--- src/rtl/wb_shared_bus_b3.sv ---
// Wishbone B3 shared bus: round-robin grant locked for CYC, mask/base decode, registered unmapped ERR; WB_SHARED_BUS_TIMEOUT_EN adds a stalled-slave timeout.
// Latency: grant 1 cycle, slave responses 0 cycles, unmapped ERR 1 cycle; backpressure: a silent slave holds the bus (until timeout when enabled).
module wb_shared_bus_b3 #(
  parameter int MASTERS = 3,
  parameter int SLAVES  = 3,
  parameter int ADDR_W  = 32,
  parameter int DATA_W  = 32,
  parameter logic [SLAVES*ADDR_W-1:0] SLAVE_BASE = {32'h2000_0000, 32'h1000_0000, 32'h0000_0000},
  parameter logic [SLAVES*ADDR_W-1:0] SLAVE_MASK = {3{32'hF000_0000}},
  parameter int TIMEOUT = 255
) (
  input  logic                        clk_i,
  input  logic                        rst_n_i,
  input  logic [MASTERS-1:0]          m_cyc_i,
  input  logic [MASTERS-1:0]          m_stb_i,
  input  logic [MASTERS-1:0]          m_we_i,
  input  logic [MASTERS*ADDR_W-1:0]   m_adr_i,
  input  logic [MASTERS*DATA_W-1:0]   m_dat_i,
  input  logic [MASTERS*DATA_W/8-1:0] m_sel_i,
  input  logic [MASTERS*3-1:0]        m_cti_i,
  output logic [DATA_W-1:0]           m_dat_o,
  output logic [MASTERS-1:0]          m_ack_o,
  output logic [MASTERS-1:0]          m_err_o,
  output logic [MASTERS-1:0]          m_rty_o,
  output logic [SLAVES-1:0]           s_cyc_o,
  output logic [SLAVES-1:0]           s_stb_o,
  output logic                        s_we_o,
  output logic [ADDR_W-1:0]           s_adr_o,
  output logic [DATA_W-1:0]           s_dat_o,
  output logic [DATA_W/8-1:0]         s_sel_o,
  output logic [2:0]                  s_cti_o,
  input  logic [SLAVES*DATA_W-1:0]    s_dat_i,
  input  logic [SLAVES-1:0]           s_ack_i,
  input  logic [SLAVES-1:0]           s_err_i,
  input  logic [SLAVES-1:0]           s_rty_i,
  output logic [MASTERS-1:0]          gnt_o
);
  localparam int SEL_W  = DATA_W / 8;
  localparam int MIDX_W = (MASTERS > 1) ? $clog2(MASTERS) : 1;

  typedef enum logic {IDLE, OWNED} state_e;

  state_e            state_q, state_d;
  logic [MIDX_W-1:0] owner_q, owner_d;
  logic [MIDX_W-1:0] last_q, last_d;
  logic              dec_err_q, dec_err_d;

  logic              owned, live;
  logic              own_cyc, own_stb, own_we;
  logic [ADDR_W-1:0] own_adr;
  logic [DATA_W-1:0] own_dat;
  logic [SEL_W-1:0]  own_sel;
  logic [2:0]        own_cti;
  logic [SLAVES-1:0] sel_oh;
  logic              sel_vld;
  logic              sl_ack, sl_err, sl_rty;
  logic [DATA_W-1:0] sl_dat;
  logic              any_rsp;
  logic              to_hit;

  // First requester strictly after 'last', wrapping; 'last' itself has lowest priority.
  function automatic logic [MIDX_W-1:0] rr_pick(input logic [MASTERS-1:0] req,
                                                input logic [MIDX_W-1:0]  last);
    logic [MIDX_W-1:0] pick;
    logic [MIDX_W-1:0] cand;
    pick = '0;
    for (int k = MASTERS; k >= 1; k--) begin
      cand = MIDX_W'((int'(last) + k) % MASTERS);
      if (req[cand]) pick = cand;
    end
    return pick;
  endfunction

  assign owned = (state_q == OWNED);
  assign live  = owned && own_cyc;

  always_comb begin
    own_cyc = 1'b0;
    own_stb = 1'b0;
    own_we  = 1'b0;
    own_adr = '0;
    own_dat = '0;
    own_sel = '0;
    own_cti = '0;
    for (int m = 0; m < MASTERS; m++) begin
      if (owner_q == MIDX_W'(m)) begin
        own_cyc = m_cyc_i[m];
        own_stb = m_stb_i[m];
        own_we  = m_we_i[m];
        own_adr = m_adr_i[m*ADDR_W +: ADDR_W];
        own_dat = m_dat_i[m*DATA_W +: DATA_W];
        own_sel = m_sel_i[m*SEL_W +: SEL_W];
        own_cti = m_cti_i[m*3 +: 3];
      end
    end
  end

  // Lowest-index matching window wins when windows overlap.
  always_comb begin
    sel_oh  = '0;
    sel_vld = 1'b0;
    for (int s = 0; s < SLAVES; s++) begin
      if (!sel_vld &&
          ((own_adr & SLAVE_MASK[s*ADDR_W +: ADDR_W]) == SLAVE_BASE[s*ADDR_W +: ADDR_W])) begin
        sel_oh[s] = 1'b1;
        sel_vld   = 1'b1;
      end
    end
  end

  always_comb begin
    sl_dat = '0;
    sl_ack = 1'b0;
    sl_err = 1'b0;
    sl_rty = 1'b0;
    for (int s = 0; s < SLAVES; s++) begin
      if (sel_oh[s]) begin
        sl_dat = s_dat_i[s*DATA_W +: DATA_W];
        sl_ack = s_ack_i[s];
        sl_err = s_err_i[s];
        sl_rty = s_rty_i[s];
      end
    end
  end

  assign any_rsp = sl_ack | sl_err | sl_rty | dec_err_q;

  assign s_cyc_o = live ? sel_oh : '0;
  assign s_stb_o = (live && own_stb && !to_hit) ? sel_oh : '0;
  assign s_we_o  = owned ? own_we  : 1'b0;
  assign s_adr_o = owned ? own_adr : '0;
  assign s_dat_o = owned ? own_dat : '0;
  assign s_sel_o = owned ? own_sel : '0;
  assign s_cti_o = owned ? own_cti : '0;
  assign m_dat_o = owned ? sl_dat  : '0;

  always_comb begin
    gnt_o   = '0;
    m_ack_o = '0;
    m_err_o = '0;
    m_rty_o = '0;
    for (int m = 0; m < MASTERS; m++) begin
      if (owned && (owner_q == MIDX_W'(m))) begin
        gnt_o[m]   = 1'b1;
        m_ack_o[m] = sl_ack;
        m_err_o[m] = sl_err | dec_err_q | to_hit;
        m_rty_o[m] = sl_rty;
      end
    end
  end

  // Self-clearing after one cycle, so a held unmapped strobe errors every other cycle.
  assign dec_err_d = live && own_stb && !sel_vld && !dec_err_q;

  always_comb begin
    state_d = state_q;
    owner_d = owner_q;
    last_d  = last_q;
    case (state_q)
      IDLE: begin
        if (|m_cyc_i) begin
          owner_d = rr_pick(m_cyc_i, last_q);
          last_d  = owner_d;
          state_d = OWNED;
        end
      end
      OWNED: begin
        if (!own_cyc) begin
          if (|m_cyc_i) begin
            owner_d = rr_pick(m_cyc_i, owner_q);
            last_d  = owner_d;
          end else begin
            last_d  = owner_q;
            state_d = IDLE;
          end
        end
      end
      default: state_d = IDLE;
    endcase
  end

  always_ff @(posedge clk_i or negedge rst_n_i) begin
    if (!rst_n_i) begin
      state_q   <= IDLE;
      owner_q   <= '0;
      last_q    <= MIDX_W'(MASTERS - 1);
      dec_err_q <= 1'b0;
    end else begin
      state_q   <= state_d;
      owner_q   <= owner_d;
      last_q    <= last_d;
      dec_err_q <= dec_err_d;
    end
  end

`ifdef WB_SHARED_BUS_TIMEOUT_EN
  localparam int TO_W = $clog2(TIMEOUT + 1);

  logic [TO_W-1:0] to_q, to_d;

  assign to_hit = live && own_stb && (to_q == TO_W'(TIMEOUT));

  always_comb begin
    to_d = '0;
    if (live && own_stb && !any_rsp && !to_hit) to_d = to_q + 1'b1;
  end

  always_ff @(posedge clk_i or negedge rst_n_i) begin
    if (!rst_n_i) to_q <= '0;
    else          to_q <= to_d;
  end
`else
  // No timeout hardware; the constant-false term keeps TIMEOUT referenced.
  assign to_hit = (TIMEOUT < 0);
`endif

endmodule

--- config.mk ---
export PLATFORM = sky130hd
export DESIGN_NAME = wb_shared_bus_b3
export DESIGN_NICKNAME = d
export VERILOG_FILES = /design/src/rtl/wb_shared_bus_b3.sv
export SDC_FILE = /design/constraint.sdc
export NUM_CORES = 1
export LEC_CHECK = 0
export CAP_MARGIN = 20
export CORE_AREA = 2 2 176 178
export DETAILED_ROUTE_END_ITERATION = 7
export DIE_AREA = 0 0 178 180
export DONT_BUFFER_PORTS = 1
export SYNTH_ARGS = -nofsm -noshare
export SYNTH_HDL_FRONTEND = slang
export SYNTH_SLANG_ARGS = --single-unit
--- constraint.sdc ---
create_clock -name clk_i -period 2.4 [get_ports clk_i]
set_input_delay 0.24 -clock clk_i [delete_from_list [all_inputs] [get_ports clk_i]]
set_output_delay 0.24 -clock clk_i [all_outputs]
set_load 0.05 [all_outputs]
==> flow_summary.toml <==
[timing]
tightest_slew_ps = 644
skew_ps = 1.50
rsz0062_at_grt = "true"
finalSetupViolCount = 115
hold_violations = 0
fin_crit_ps = 2780
setup_ws_ps = -380
period_share = 1.16
finalMaxSlewViolations = 0
slew_headroom = 0.570
fmax_ghz = 0.360

[detailed_routing]
drt-total-wl_mm = 22.6
post-route-drc-count = 0
viasPerCell = 4.59
drt_iter0_markers = 249
dr_total_vias = 4969
dr.pass1.iters = 4
wl_per_cell_um = 20.9
ant_nets = 0

[placed_design]
gp_congestion = 0.955
port_buffers = 0
dpl-instance-area_um2 = 6880
hpwl_mm = 16.9

[die]
die_x_um = 178
core_um2 = 30200
start_util = 0.110
die_h_um = 180
dieArea_um2 = 32000
num_io_pins = 451
num_rows = 64

[run]
maxCapViolations = 0

[cells_and_area]
drive_gt1_frac = 0.551
seqCellArea_um2 = 128
fill_cells = 3123
fin_nets = 1022
fin_area_um2 = 7800
final_util = 0.258
multiInputGateArea_um2 = 3980
area.growth.synth_to_final_pct = 135

[clocking]
max-clock-path-buffers = 2
cts.sinks = 5
numCtsBuffers = 3
clk_latency_ps = 240
htree_levels = 1
cts_root_buffer = "clkbuf_16"
clk_pin_slew_ps = 40
cts_tree = "built"

[yosys]
synth-seq-cells = 5
yosysWarningCount = 0
synth_area_um2 = 3330
yosysSeqAreaShare = 0.0380
ys_top_cells_by_area = "nor2_1 20%, a21oi_1 17%, a22oi_1 16%, o221ai_2 13%, clkbuf_1 5.0%"
syn_area_per_cell_um2 = 5.93
synth_edf_count = 0
synthFlopType = "dfrtp_1"
synthArstFlopShare = 1.00
syn_inst = 561
synth.distinct_cells = 45
synthesis.nets = 898
synth_top_area_share = 0.200
synth_largest_area_cell = "nor2_1"

[global_routing]
track_usage = 0.126
antenna_found_initial = 4
grt_max_degree = 73
grt_first_pass_wirelength_mm = 30.5
grt_pass1_vias = 5149
grt-ovfl-total = 0

[worst_setup_path]
rr_endpoint = "owner_q[0]"
path_class = "reg -> out"
reg2regPathDepth = 9
critPathMaxFanout = 17
start_kind = "register"
cp.arrival_ps = 2540
startpoint = "owner_q[1]"
critPathCapture = "m_dat_o[5]"
required_ps = 2160
reg2reg_from = "owner_q[0]"
r2r_slack_ps = 370
cp-end-kind = "output pin"

[run_status]
status = "finished, violations left"
failed_checks = "setup timing"

[hold_path]
hp-class = "in -> reg"
[cell usage after synthesis, types with 3 or more instances]
master / count
buf_1: 5
o221ai_1: 5
dfrtp_1: 4
nand2_1: 7
buf_2: 12
and2_1: 17
nor2b_1: 6
nand3b_1: 3
nor3_1: 8
nor4b_1: 3
o21ai_0: 4
a22oi_1: 69
buf_6: 3
inv_1: 7
nand2b_1: 4
clkbuf_1: 44
ha_1: 8
nor2_1: 177
a21oi_1: 116
o221ai_2: 28
mux2_2: 3
nor3b_1: 3
[final cells by class]
cell class | count | area share
antenna | 3 | 0.000962
clock buffer | 4 | 0.0101
inverter | 8 | 0.00449
multi-input combinational | 484 | 0.510
sequential | 5 | 0.0164
tap | 396 | 0.0635
timing repair buffer | 183 | 0.394
[kinds of logic after synthesis]
kind of cell | after synthesis | share of synthesized area
AO/OA/AOI/OAI | 235 | 0.511
adder cells (fa/ha/maj) | 8 | 0.0301
buffers and inverters | 72 | 0.0926
flip-flops | 5 | 0.0380
multiplexers | 4 | 0.0132
AND/OR/NAND/NOR | 237 | 0.315
[routing by layer]
metal,track usage,vias to the layer above,wire length [µm]
li1,-,2314,-
met5,0,-,18
met2,0.244,350,11700
met4,0.0413,2,858
met1,0.125,2257,7720
met3,0.0374,46,2310
[stage by stage]
| stage | hold slack (ps) | setup slack [ps] | setup TNS (ps) | cells |
|---|---|---|---|---|
| 2_1_floorplan | -55.6 | -54.3 | -1270 | 561 |
| 3_3_place_gp | -55.4 | -172 | -2850 | 1045 |
| 3_5_place_dp | -55.4 | -223 | -4550 | 1045 |
| 4_1_cts | 181 | -374 | -18130 | 1070 |
| 5_1_grt | 192 | -451 | -38060 | 1082 |
| 6_report | 189 | -380 | -25410 | 1083 |
[sequential cells by signal, summed over array words and instances, names as in the netlist]
signal and cells:
last_q 1, owner_q 2, dec_err_q 1, owned 1
[worst min-delay path by stage]
| stage | from | endpoint | slack [ps] | depth (start not counted) |
|---|---|---|---|---|
| after global placement | rst_n_i | dec_err_q | -60 | 0 |
| after detailed placement | rst_n_i | dec_err_q | -60 | 0 |
| after CTS | m_cyc_i[2] | owned | 180 | 1 |
| after floorplan | rst_n_i | dec_err_q | -60 | 0 |
| after global routing | m_cyc_i[2] | owned | 190 | 1 |
| final | m_cyc_i[2] | owned | 190 | 1 |
[what timing repair did]
action | CTS | global route
buffers inserted | 16 | 9
gates cloned | 6 | 2
endpoints found under the hold margin | 5 | 0
hold buffers | 1 | 0
pin swaps | 17 | 12
setup endpoints to repair | 115 | 117
resized for setup | 52 | 17
[layout by cell type (no fill, tap or decap), drive strengths merged, types with 7 or more instances in the layout]
cell type	n
and2	17
inv	8
nor3	8
a22oi	69
o221ai	33
a21oi	116
nor2	177
nand2	7
buf	177
ha	8
[critical path, cell delays in order, from the launching register on]
cell,delay (ps)
dfrtp_1,380
inv_2,110
ha_4,190
buf_6,120
nand3b_1,120
a21oi_2,80
or4b_4,610
buf_16,210
o221ai_2,240
nor2_4,60
buf_12,150
Power is not shown: default switching activity piles up to over one toggle a cycle in this logic, so the estimate is an artifact.
